==> src/rtl/branch_predictor_pkg.sv <==
// Shared constants and helpers for the branch predictor.
package branch_predictor_pkg;

    // Conditional branch opcode, for reference by the control path.
    localparam logic [6:0] OpcodeBranch = 7'b1100011;

    // RV32I conditional branch func3 encodings.
    localparam logic [2:0] Func3Beq  = 3'b000;
    localparam logic [2:0] Func3Bne  = 3'b001;
    localparam logic [2:0] Func3Blt  = 3'b100;
    localparam logic [2:0] Func3Bge  = 3'b101;
    localparam logic [2:0] Func3Bltu = 3'b110;
    localparam logic [2:0] Func3Bgeu = 3'b111;

    // Weakly-not-taken reset value: 2^(cnt_bits-1)-1, which is 0 for 1-bit counters.
    function automatic int unsigned cnt_init(int unsigned cnt_bits);
        return (32'd1 << (cnt_bits - 1)) - 32'd1;
    endfunction

endpackage

==> src/rtl/sat_counter.sv <==
// Saturating up/down counter with asynchronous reset to a configurable value.
module sat_counter #(
    parameter int unsigned          CntBits = 2,
    parameter logic [CntBits-1:0]   InitVal = '0
) (
    input  logic               clk,
    input  logic               arst_n,
    input  logic               en,
    input  logic               up,
    output logic [CntBits-1:0] value
);

    logic [CntBits-1:0] cnt_q, cnt_d;

    // Next value: step towards up/down, holding at either end instead of wrapping.
    always_comb begin
        cnt_d = cnt_q;
        if (en) begin
            if (up && (cnt_q != {CntBits{1'b1}})) begin
                cnt_d = cnt_q + CntBits'(1);
            end else if (!up && (cnt_q != '0)) begin
                cnt_d = cnt_q - CntBits'(1);
            end
        end
    end

    // Counter state register.
    always_ff @(posedge clk or negedge arst_n) begin
        if (!arst_n) begin
            cnt_q <= InitVal;
        end else begin
            cnt_q <= cnt_d;
        end
    end

    assign value = cnt_q;

endmodule

==> src/rtl/branch_predictor.sv <==
// Direct-mapped saturating-counter branch predictor with outcome resolution,
// misprediction flush and performance counters.
module branch_predictor
    import branch_predictor_pkg::*;
#(
    parameter int unsigned IDX_BITS  = 6,
    parameter int unsigned CNT_BITS  = 2,
    parameter int unsigned STAT_BITS = 32
) (
    input  logic                 clk,
    input  logic                 arst_n,
    input  logic [31:0]          lookup_pc,
    output logic                 pred_taken,
    input  logic                 resolve_valid,
    input  logic [31:0]          resolve_pc,
    input  logic [2:0]           resolve_func3,
    input  logic                 resolve_pred,
    input  logic                 cmp_eq,
    input  logic                 cmp_lt,
    input  logic                 cmp_ltu,
    output logic                 actual_taken,
    output logic                 flush,
    input  logic                 stats_clr,
    output logic [STAT_BITS-1:0] branch_count,
    output logic [STAT_BITS-1:0] mispredict_count
);

    localparam int unsigned Depth = 1 << IDX_BITS;
    localparam logic [CNT_BITS-1:0] CntInit = CNT_BITS'(cnt_init(CNT_BITS));

    logic [IDX_BITS-1:0] lookup_idx, resolve_idx;
    logic [CNT_BITS-1:0] cnt [Depth];
    logic                legal_func3;
    logic                train;
    logic [STAT_BITS-1:0] branch_count_q, mispredict_count_q;

    // Word-aligned PCs: drop the byte offset before indexing.
    assign lookup_idx  = lookup_pc[IDX_BITS+1:2];
    assign resolve_idx = resolve_pc[IDX_BITS+1:2];

    // Tag-less table: PC bits above the index are intentionally ignored.
    logic unused_pc_bits;
    assign unused_pc_bits = ^{lookup_pc[31:IDX_BITS+2], lookup_pc[1:0],
                              resolve_pc[31:IDX_BITS+2], resolve_pc[1:0]};

    // Read straight from the table; no bypass of a same-cycle update.
    assign pred_taken = cnt[lookup_idx][CNT_BITS-1];

    // Decode the branch outcome; unused func3 codes resolve as not taken and are ignored.
    always_comb begin
        legal_func3  = 1'b1;
        actual_taken = 1'b0;
        case (resolve_func3)
            Func3Beq:  actual_taken = cmp_eq;
            Func3Bne:  actual_taken = ~cmp_eq;
            Func3Blt:  actual_taken = cmp_lt;
            Func3Bge:  actual_taken = ~cmp_lt;
            Func3Bltu: actual_taken = cmp_ltu;
            Func3Bgeu: actual_taken = ~cmp_ltu;
            default:   legal_func3  = 1'b0;
        endcase
    end

    assign train = resolve_valid & legal_func3;
    assign flush = train & (actual_taken != resolve_pred);

    for (genvar i = 0; i < Depth; i++) begin : g_entry
        sat_counter #(
            .CntBits (CNT_BITS),
            .InitVal (CntInit)
        ) u_cnt (
            .clk    (clk),
            .arst_n (arst_n),
            .en     (train && (resolve_idx == IDX_BITS'(i))),
            .up     (actual_taken),
            .value  (cnt[i])
        );
    end

    // Performance counters; a clear wins over a same-cycle increment.
    always_ff @(posedge clk or negedge arst_n) begin
        if (!arst_n) begin
            branch_count_q     <= '0;
            mispredict_count_q <= '0;
        end else if (stats_clr) begin
            branch_count_q     <= '0;
            mispredict_count_q <= '0;
        end else if (train) begin
            branch_count_q <= branch_count_q + STAT_BITS'(1);
            if (flush) begin
                mispredict_count_q <= mispredict_count_q + STAT_BITS'(1);
            end
        end
    end

    assign branch_count     = branch_count_q;
    assign mispredict_count = mispredict_count_q;

endmodule
==> config.mk <==
export PLATFORM = sky130hd
export DESIGN_NAME = branch_predictor
export DESIGN_NICKNAME = d
export VERILOG_FILES = /design/src/rtl/branch_predictor_pkg.sv /design/src/rtl/sat_counter.sv /design/src/rtl/branch_predictor.sv
export SDC_FILE = /design/constraint.sdc
export NUM_CORES = 1
export LEC_CHECK = 0
export BUFFER_PORTS_ARGS = -buffer_cell sky130_fd_sc_hd__buf_2
export CORE_MARGIN = 2
export CORE_UTILIZATION = 63
export CTS_CLUSTER_SIZE = 12
export DETAILED_ROUTE_END_ITERATION = 8
export PLACE_DENSITY = 0.84
export SKIP_LAST_GASP = 1
export SLEW_MARGIN = 25
export SYNTH_ARGS = -nofsm -noshare
export SYNTH_HDL_FRONTEND = slang
export SYNTH_SLANG_ARGS = --single-unit
export TNS_END_PERCENT = 100
==> constraint.sdc <==
create_clock -name clk -period 6.1 [get_ports clk]
set_input_delay 1.22 -clock clk [delete_from_list [all_inputs] [get_ports clk]]
set_output_delay 1.22 -clock clk [all_outputs]
set_load 0.05 [all_outputs]
Yosys cells after proc, flatten, opt, wreduce, memory -nomap -nowiden --
Cells that the tools add are included.
Storage, ports and cells: input port bits 75, memories 0, output and inout bits 67, ROM bits 0, word-level logic and storage cells 865, latch bits 0, memory bits (writable) 0, flip-flop bits (word level) 192
Cells by class: order comparisons 1, shift-type cells 0, bitwise operators 6, mux-type cells 138, add/sub/neg operators 130, equality and inequality tests 133, reduce and logical (&&, ||, !) cells 391, multipliers 0, divide/modulo/power cells 0
Operators with widths (number):
- 2-to-1 mux 2 bit | 130
- nonzero test 2 bit | 130
- equality test 6 bit, second input constant | 32
- logical AND 1 bit | 192
- 2-to-1 mux 32 bit | 5
- AND reduction 2 bit | 65
- adder 2 x 1 -> 2 bit, second input constant | 64
- inequality test 2 bit, second input constant | 64
- subtractor 2 x 1 -> 2 bit, second input constant | 64
- equality test 6 x 5 -> 1 bit, second input constant | 16
- adder 32 x 1 -> 32 bit, second input constant | 2
- equality test 6 x 4 -> 1 bit, second input constant | 8
- equality test 6 x 3 -> 1 bit, second input constant | 4
- binary-select mux 2 bit (select 6 bit) | 1
- equality test 3 bit, second input constant | 4
- equality test 6 x 2 -> 1 bit, second input constant | 2
- greater-or-equal comparator 7 bit, second input constant | 1
- NOT 6 -> 7 bit | 1
- equality test 6 x 1 -> 1 bit, second input constant | 1
- logical NOT 6 bit | 1
- one-hot mux 1 bit (6 select lines) | 1
- OR reduction 6 bit | 1
- equality test 3 x 1 -> 1 bit, second input constant | 1
- logical NOT 3 bit | 1
- 5 further kinds | 8

Longest topological paths before layout --
Gate-level depths: netlist of run 1.
depth after elaboration 8, mapped depth 9, gate-level depth less buffers 6

Hierarchy --
A second synthesis of run 1 with hierarchy kept.
Second synthesis, totals: cell total of the unflattened synthesis 1025, area total of the unflattened synthesis 10533.9 um2
By module, submodules not included:
- sat_counter | cells an instance 8, area each 96.3 um2, seq. area each 51.3 um2, times used 64
- branch_predictor | cells an instance 513, area each 4367.9 um2, seq. area each 1601.5 um2, times used 1

Worst setup path after synthesis of run 1 --
Ideal clock, no wire load.
path kind in2out, start point in lookup_pc[3], end point out pred_taken, required time 4.880 ns, arrival 3.168 ns, setup slack 1.712 ns, path buffers 2, stages on the path 6, cells stage by stage clkbuf_1 -> clkbuf_1 -> mux4_2 -> a2111oi_0 -> o22ai_1 -> and3_1
Between the ends: word-level cells in the longest chain between the ends 4
Ends and longest elaborated chain:
- start: declaration | RTL line branch_predictor.sv:12 | input logic [31:0] lookup_pc,
- NOT 6 -> 7 bit (implied by the code) | RTL line branch_predictor.sv:47 | assign pred_taken = cnt[lookup_idx][CNT_BITS-1];
- binary-select mux 2 bit (select 6 bit) | RTL line branch_predictor.sv:47
- 2-to-1 mux 2 bit (implied by the code) (2 in series) | RTL line branch_predictor.sv:47
- end: declaration | RTL line branch_predictor.sv:13 | output logic pred_taken,
No other way between the ends. The select of a mux whose other input is x is not followed.

Worst setup path in the final report of run 1 --
Ends and elaborated chain as after synthesis.

==> impl_metrics.xml, run 1 <==
<?xml version="1.0" encoding="UTF-8"?>
<metrics>
  <group name="run_status">
    <metric name="outcome" unit="">finished, final reports clean</metric>
  </group>
  <group name="placement">
    <metric name="numPortBuffers" unit="">89</metric>
    <metric name="post-place-cells" unit="">1480</metric>
    <metric name="gpl_wtd_cong" unit="">0.893</metric>
    <metric name="dp_hpwl" unit="um">16400</metric>
    <metric name="preCtsSetupSlack" unit="ns">1.39</metric>
  </group>
  <group name="sta">
    <metric name="highest_attainable_clock_frequency" unit="MHz">209</metric>
    <metric name="slew_headroom" unit="%">25.1</metric>
    <metric name="layout_min_cycle_time" unit="ns">4.77</metric>
    <metric name="rsz0062_at_grt" unit="">no</metric>
    <metric name="layout_worst_path_cycle_share" unit="%">78.3</metric>
    <metric name="setup_viol" unit="">0</metric>
    <metric name="clock_skew" unit="ns">0.00818</metric>
    <metric name="slew_violations" unit="">0</metric>
    <metric name="fin_tns_setup" unit="ns">0</metric>
    <metric name="tightest_slew" unit="ns">1.12</metric>
    <metric name="final_hold_viol_count" unit="">0</metric>
    <metric name="postLayoutSetupSlackWorst" unit="ns">1.33</metric>
  </group>
  <group name="synthesis">
    <metric name="asyncSetResetFlopFracSynth" unit="%">100</metric>
    <metric name="synth_fp_nets" unit="">1313</metric>
    <metric name="number_of_enable_flip_flop_cells_after_synthesis" unit="">0</metric>
    <metric name="synthDistinctLibCells" unit="">44</metric>
    <metric name="post_synth_instance_area" unit="um2">10500</metric>
    <metric name="yosys-top-cells-area" unit="">dfrtp_1 (30%), dfstp_2 (16%), o21ai_0 (10%)</metric>
    <metric name="synth_largest_type_area_fraction" unit="%">30.5</metric>
    <metric name="yosys_most_used_dff" unit="">dfrtp_1</metric>
    <metric name="avgSynthCellArea" unit="um2">8.50</metric>
    <metric name="synth.yosys.warnings" unit="">0</metric>
    <metric name="synth_seq_area_share" unit="%">46.5</metric>
    <metric name="synthCells" unit="">1236</metric>
    <metric name="largest_area_contributor_in_the_netlist" unit="">dfrtp_1</metric>
    <metric name="ys_ff_latch" unit="">192</metric>
  </group>
  <group name="hold_path">
    <metric name="worstHoldPathType" unit="">reg2reg</metric>
  </group>
  <group name="run">
    <metric name="drv_cap" unit="">0</metric>
  </group>
  <group name="worst_setup_path">
    <metric name="regToRegSetupSlack" unit="ns">3.38</metric>
    <metric name="endpoint" unit="">pred_taken</metric>
    <metric name="critical_path_fanouts_max" unit="">16</metric>
    <metric name="cp-start-kind" unit="">input pin</metric>
    <metric name="timing.setup.critical_path_class" unit="">in2out</metric>
    <metric name="r2r_start" unit="">branch_count[8]</metric>
    <metric name="crit_required" unit="ns">4.88</metric>
    <metric name="worstSetupStartpoint" unit="">lookup_pc[3]</metric>
    <metric name="reg2regPathDepth" unit="">5</metric>
    <metric name="worst_ep_arrival_time" unit="ns">3.55</metric>
    <metric name="worstSetupEndpointType" unit="">output port</metric>
    <metric name="rr_endpoint" unit="">branch_count[31]</metric>
  </group>
  <group name="cells_and_area">
    <metric name="num-nets-final" unit="">1356</metric>
    <metric name="fillers" unit="">1242</metric>
    <metric name="seqCellArea" unit="um2">4880</metric>
    <metric name="antenna_cells" unit="">0</metric>
    <metric name="finish.cell_count_without_fillers" unit="">1512</metric>
    <metric name="finalCoreUtilization" unit="%">70.6</metric>
    <metric name="multiInputGateArea" unit="um2">5060</metric>
    <metric name="post_route_cells_drive_above_1_share" unit="%">16.6</metric>
    <metric name="area.growth.synth_to_final" unit="%">10.7</metric>
  </group>
  <group name="floorplan">
    <metric name="coreArea" unit="um2">16500</metric>
    <metric name="std_cell_rows" unit="">47</metric>
    <metric name="start_util" unit="%">63.8</metric>
    <metric name="die-width" unit="um">133</metric>
    <metric name="num_io_pins" unit="">142</metric>
    <metric name="die_h" unit="um">133</metric>
    <metric name="die_area" unit="um2">17700</metric>
  </group>
  <group name="cts">
    <metric name="cts-hold-fix-buffers" unit="">0</metric>
    <metric name="ctsHtreeMaxLevel" unit="">4</metric>
    <metric name="cts_tree" unit="">yes</metric>
    <metric name="total_of_cells_resized_after_clock_tree_synthesis" unit="">0</metric>
    <metric name="clk-insertion-delay-late" unit="ns">0.44</metric>
    <metric name="clock_tree.root_cell" unit="">clkbuf_16</metric>
    <metric name="number_of_cts_inserted_buffers" unit="">17</metric>
    <metric name="clock_path_buffers" unit="">2</metric>
    <metric name="cts.reportedPaths.clkPinSlew" unit="ns">0.06</metric>
    <metric name="cts_setup_buffers" unit="">0</metric>
    <metric name="cts_sinks" unit="">192</metric>
  </group>
  <group name="power">
    <metric name="clock_power_share" unit="%">38.4</metric>
    <metric name="netSwitchingFraction" unit="%">27.0</metric>
    <metric name="leakage" unit="nW">4.59</metric>
    <metric name="p_switching" unit="mW">0.784</metric>
    <metric name="power_density" unit="nW/um2">250</metric>
    <metric name="intPower" unit="mW">2.12</metric>
    <metric name="share_seq_of_total_power" unit="%">50.0</metric>
    <metric name="peakVddDrop" unit="mV">0.224</metric>
    <metric name="power_frac_comb" unit="%">11.6</metric>
  </group>
  <group name="global_routing">
    <metric name="grt_pass1_wl" unit="um">43100</metric>
    <metric name="antenna_found_initial" unit="">0</metric>
    <metric name="first_global_vias" unit="">8834</metric>
    <metric name="grt_usage" unit="%">30.0</metric>
    <metric name="grt_max_degree" unit="">257</metric>
    <metric name="globalRouteOverflowTotal" unit="">0</metric>
  </group>
  <group name="route">
    <metric name="met1_length" unit="um">11200</metric>
    <metric name="detail_route.wl_per_cell" unit="um">17.4</metric>
    <metric name="drt_first_pass_iters" unit="">6</metric>
    <metric name="antenna_left" unit="">0</metric>
    <metric name="vias" unit="">9543</metric>
    <metric name="drc" unit="">0</metric>
    <metric name="drtIter0Drc" unit="">1027</metric>
    <metric name="route.top_layer_used" unit="">met4</metric>
    <metric name="met2WireLength" unit="um">12500</metric>
    <metric name="vias_per_cell" unit="">6.31</metric>
    <metric name="detail_route.wirelength" unit="um">26200</metric>
    <metric name="dr_wl_met3" unit="um">1850</metric>
  </group>
</metrics>
==> metal layers <==
metal	global-route usage, %	up-vias
met1	41.9	4555
met2	47.1	394
met5	0	-
li1	-	4511
met3	6.16	83
met4	11.0	0
==> metrics by stage <==
step	cell area, um2	hold WS, ns	total power [mW]
4_1_cts	11600	0.514	2.91
3_5_place_dp	11000	0.504	1.80
6_report	11600	0.516	2.91
2_1_floorplan	10500	0.486	1.70
3_3_place_gp	11000	0.499	1.79
5_1_grt	11600	0.537	3.02
==> worst min-delay path by stage <==
stage / slack [ns] / startpoint / depth (start not counted) / endpoint
3_3_place_gp: 0.50 / g_entry[19].u_cnt.value[0] / 2 / g_entry[19].u_cnt.value[0]
6_report: 0.52 / g_entry[43].u_cnt.value[0] / 2 / g_entry[43].u_cnt.value[0]
5_1_grt: 0.54 / g_entry[59].u_cnt.value[0] / 2 / g_entry[59].u_cnt.value[0]
3_5_place_dp: 0.50 / g_entry[19].u_cnt.value[0] / 2 / g_entry[19].u_cnt.value[0]
4_1_cts: 0.51 / g_entry[19].u_cnt.value[0] / 2 / g_entry[19].u_cnt.value[0]
2_1_floorplan: 0.49 / g_entry[0].u_cnt.value[0] / 2 / g_entry[0].u_cnt.value[0]
==> placed cells by master (no fill, tap or decap), types with 7 or more instances in the layout <==
master,count
o21ai_0,210
a21oi_1,162
dfrtp_1,128
nor2_1,113
nand2_1,104
buf_2,88
inv_1,82
o211ai_1,67
dfstp_2,64
nand3_1,33
xnor2_1,22
or3_1,22
nor3_1,20
nand4_1,18
clkbuf_16,17
mux4_2,15
or4_1,11
xor2_1,9
nor2b_1,9
and3_1,9
o31ai_1,9
and4_1,8
nand2b_1,7
nor4_1,7
clkbuf_8,7
==> kinds of logic after synthesis <==
family,after synthesis,synth area share (%)
AOI/OAI and AO/OA,457,23.8
and+or+nand+nor,377,17.3
DFF,192,46.5
buffers and inverters,153,5.49
xor gates and xnor gates,31,2.58
muxes,24,4.12
adders and majority gates,2,0.238
==> synth_stat cells (all sizes together), types with 11 or more instances <==
cell	n
o21ai	211
dfstp	64
xnor2	22
nand2	104
nor2	113
o211ai	67
or3	22
a21oi	162
inv	82
mux4	15
nand4	18
nor3	20
or4	11
clkbuf	62
nand3	33
dfrtp	128
==> final cells by class <==
class                      instances  share of cell area [%]
clock buffer                      25                    4.43
clock inverter                     7                   0.656
inverter                          82                    2.65
multi-input combinational        891                    43.5
sequential                       192                    42.0
tap                              220                    2.37
timing repair buffer              95                    4.40
==> critical path: stages <==
cell	delay (ns)
buf_2	0.47
mux4_2	0.61
nor2b_1	0.15
a2111oi_0	0.55
o22ai_1	0.13
and3_1	0.20
buf_2	0.21
==> state kept, by name, indices dropped and copies added, names as in the netlist <==
| signal | count |
|---|---|
| mispredict_count | 32 |
| branch_count | 32 |
| g_entry.u_cnt.value | 128 |
==> power groups by stage <==
stage               clock, mW  sequential, mW  combinational, mW
floorplan                   0            1.47              0.226
global placement            0            1.47              0.320
detailed placement          0            1.47              0.331
CTS                      1.13            1.45              0.334
global route             1.18            1.46              0.378
finish                   1.12            1.45              0.339
Power figures use the tool's default switching activity.
==> run 2: changes to the inputs <==
--- a/config.mk
+++ b/config.mk
@@ -7,10 +7,10 @@
 export LEC_CHECK = 0
 export BUFFER_PORTS_ARGS = -buffer_cell sky130_fd_sc_hd__buf_2
 export CORE_MARGIN = 2
-export CORE_UTILIZATION = 63
+export CORE_UTILIZATION = 53
 export CTS_CLUSTER_SIZE = 12
 export DETAILED_ROUTE_END_ITERATION = 8
-export PLACE_DENSITY = 0.84
+export PLACE_DENSITY = 0.75
 export SKIP_LAST_GASP = 1
 export SLEW_MARGIN = 25
 export SYNTH_ARGS = -nofsm -noshare
==> constraint.sdc (replaced) <==
create_clock -name clk -period 4.21 [get_ports clk]
set_input_delay 0.842 -clock clk [delete_from_list [all_inputs] [get_ports clk]]
set_output_delay 0.842 -clock clk [all_outputs]
set_load 0.05 [all_outputs]
==> run 2 against run 1 <==
Clock-buffer cell count decreased by 3. Total power increased by 42%. Highest routed layer unchanged. Flip-flop and latch count unchanged. Critical endpoint unchanged. Critical path depth decreased by 1. Largest power group unchanged. Largest cell class unchanged.
==> impl_metrics.xml, run 2 (synthesis gave the netlist of run 1 again) <==
<?xml version="1.0" encoding="UTF-8"?>
<metrics>
  <group name="run_status">
    <metric name="outcome" unit="">finished, final reports clean</metric>
  </group>
  <group name="power">
    <metric name="share_seq_of_total_power" unit="%">51.0</metric>
    <metric name="p_switching" unit="mW">1.12</metric>
    <metric name="power_density" unit="nW/um2">352</metric>
    <metric name="peakVddDrop" unit="mV">0.291</metric>
    <metric name="leakage" unit="nW">4.61</metric>
    <metric name="netSwitchingFraction" unit="%">27.2</metric>
    <metric name="power_frac_comb" unit="%">11.8</metric>
    <metric name="clock_power_share" unit="%">37.2</metric>
    <metric name="intPower" unit="mW">3.00</metric>
  </group>
  <group name="worst_setup_path">
    <metric name="worst_ep_arrival_time" unit="ns">2.83</metric>
    <metric name="critical_path_fanouts_max" unit="">17</metric>
    <metric name="cp-start-kind" unit="">input pin</metric>
    <metric name="timing.setup.critical_path_class" unit="">in2out</metric>
    <metric name="crit_required" unit="ns">3.37</metric>
    <metric name="reg2regPathDepth" unit="">5</metric>
    <metric name="worstSetupEndpointType" unit="">output port</metric>
  </group>
  <group name="cells_and_area">
    <metric name="post_route_cells_drive_above_1_share" unit="%">16.9</metric>
    <metric name="area.growth.synth_to_final" unit="%">11.4</metric>
    <metric name="finalCoreUtilization" unit="%">60.2</metric>
    <metric name="most_common_library_cell_in_the_layout_ignoring_fill_and_taps" unit="">o21ai_0</metric>
    <metric name="layout.cells.most_common_list" unit="">o21ai_0 (210), a21oi_1 (162), dfrtp_1 (128)</metric>
    <metric name="fin_area" unit="um2">11700</metric>
    <metric name="num-nets-final" unit="">1363</metric>
    <metric name="number_of_flip_flops_under_the_largest_register_name" unit="">128</metric>
  </group>
  <group name="cts">
    <metric name="clock_path_buffers" unit="">2</metric>
    <metric name="number_of_cts_inserted_buffers" unit="">17</metric>
    <metric name="cts_setup_buffers" unit="">0</metric>
    <metric name="clk-insertion-delay-late" unit="ns">0.43</metric>
    <metric name="clock_tree.root_cell" unit="">clkbuf_16</metric>
    <metric name="cts_tree" unit="">yes</metric>
    <metric name="total_of_cells_resized_after_clock_tree_synthesis" unit="">0</metric>
    <metric name="cts.reportedPaths.clkPinSlew" unit="ns">0.07</metric>
    <metric name="cts_sinks" unit="">192</metric>
    <metric name="ctsHtreeMaxLevel" unit="">4</metric>
    <metric name="cts-hold-fix-buffers" unit="">0</metric>
  </group>
  <group name="route">
    <metric name="detail_route.wirelength" unit="um">25700</metric>
    <metric name="detail_route.wl_per_cell" unit="um">16.4</metric>
    <metric name="met1_length" unit="um">11600</metric>
    <metric name="vias" unit="">9359</metric>
    <metric name="drt_first_pass_iters" unit="">5</metric>
    <metric name="drc" unit="">0</metric>
    <metric name="route.top_layer_used" unit="">met4</metric>
    <metric name="met2WireLength" unit="um">11900</metric>
    <metric name="vias_per_cell" unit="">5.98</metric>
    <metric name="antenna_left" unit="">0</metric>
    <metric name="dr_wl_met3" unit="um">1700</metric>
    <metric name="drtIter0Drc" unit="">764</metric>
  </group>
  <group name="floorplan">
    <metric name="die_h" unit="um">145</metric>
    <metric name="std_cell_rows" unit="">51</metric>
    <metric name="coreArea" unit="um2">19500</metric>
    <metric name="num_io_pins" unit="">142</metric>
    <metric name="die-width" unit="um">145</metric>
    <metric name="start_util" unit="%">54.0</metric>
    <metric name="die_area" unit="um2">21000</metric>
  </group>
  <group name="sta">
    <metric name="highest_attainable_clock_frequency" unit="MHz">272</metric>
    <metric name="rsz0062_at_grt" unit="">no</metric>
    <metric name="setup_viol" unit="">0</metric>
    <metric name="final_hold_viol_count" unit="">0</metric>
    <metric name="fin_tns_setup" unit="ns">0</metric>
    <metric name="slew_headroom" unit="%">39.6</metric>
    <metric name="clock_skew" unit="ns">0.00987</metric>
    <metric name="slew_violations" unit="">0</metric>
    <metric name="layout_min_cycle_time" unit="ns">3.68</metric>
    <metric name="tightest_slew" unit="ns">0.906</metric>
    <metric name="layout_worst_path_cycle_share" unit="%">87.3</metric>
  </group>
  <group name="placement">
    <metric name="dpl-instance-area" unit="um2">11200</metric>
    <metric name="dp_hpwl" unit="um">17000</metric>
    <metric name="numPortBuffers" unit="">89</metric>
    <metric name="gpl_wtd_cong" unit="">0.912</metric>
  </group>
  <group name="global_routing">
    <metric name="grt_pass1_wl" unit="um">41100</metric>
    <metric name="antenna_found_initial" unit="">1</metric>
    <metric name="globalRouteOverflowTotal" unit="">0</metric>
    <metric name="grt_usage" unit="%">24.8</metric>
    <metric name="first_global_vias" unit="">8110</metric>
    <metric name="grt_max_degree" unit="">229</metric>
  </group>
  <group name="run">
    <metric name="drv_cap" unit="">0</metric>
  </group>
  <group name="hold_path">
    <metric name="worstHoldPathType" unit="">in2async</metric>
  </group>
</metrics>
## run 2: cell count changes in the layout (fill, tap and decap cells not counted)
cell        change
buf_12          +1
clkinvlp_4      -3
buf_4           +6
diode_2         +1
clkbuf_8        -5
clkinv_2        +4
clkinv_4        +2
clkbuf_1        +2
## run 2: final cells by class
class | instances | area [um2]
clock inverters | 10 | 91.3
repair buffers | 102 | 577
diodes | 1 | 2.50
fillers | 1694 | 7750
flip-flops and latches | 192 | 4880
clock buffers | 22 | 454
well taps | 265 | 332
inverters | 82 | 308
multi-input cells | 891 | 5060
## run 2: per-layer routing
metal  GRT usage [%]  up-vias
met5               0        -
met1            35.7     4503
met4            7.36        0
met3            5.56       35
met2            37.9      313
li1                -     4508
## run 2: critical path, stage by stage
cell and delay [ns]:
buf_2 0.41, mux4_2 0.59, a2111oi_0 0.41, o22ai_1 0.12
and3_1 0.22, buf_2 0.22
## run 2: power by group through the flow
stage	Clock [mW]	Sequential (mW)	Combinational [mW]
final	1.53	2.10	0.489
after CTS	1.56	2.10	0.487
after detailed placement	0	2.13	0.485
after floorplan	0	2.13	0.327
after global placement	0	2.13	0.472
after global routing	1.64	2.12	0.550
## run 2: stage by stage
step	total power [mW]	std cells	worst slack [ns]	hold slack (ns)
6_report	4.12	1565	0.534	0.417
5_1_grt	4.31	1564	0.346	0.446
4_1_cts	4.15	1564	0.543	0.433
3_5_place_dp	2.62	1532	0.545	0.507
3_3_place_gp	2.60	1532	0.482	0.498
2_1_floorplan	2.46	1236	0.578	0.486
## run 2: worst paths after layout
kind / startpoint / endpoint / slack [ns]
worst max register to register: branch_count[8] / branch_count[31] / 1.45
max in group asynchronous: arst_n / g_entry[49].u_cnt.value[0] / 2.92
worst min-delay path: arst_n / mispredict_count[7] / 0.42
worst max-delay path: lookup_pc[2] / pred_taken / 0.53
min in group clk: g_entry[29].u_cnt.value[0] / g_entry[29].u_cnt.value[0] / 0.51
worst min register to register: g_entry[29].u_cnt.value[0] / g_entry[29].u_cnt.value[0] / 0.51
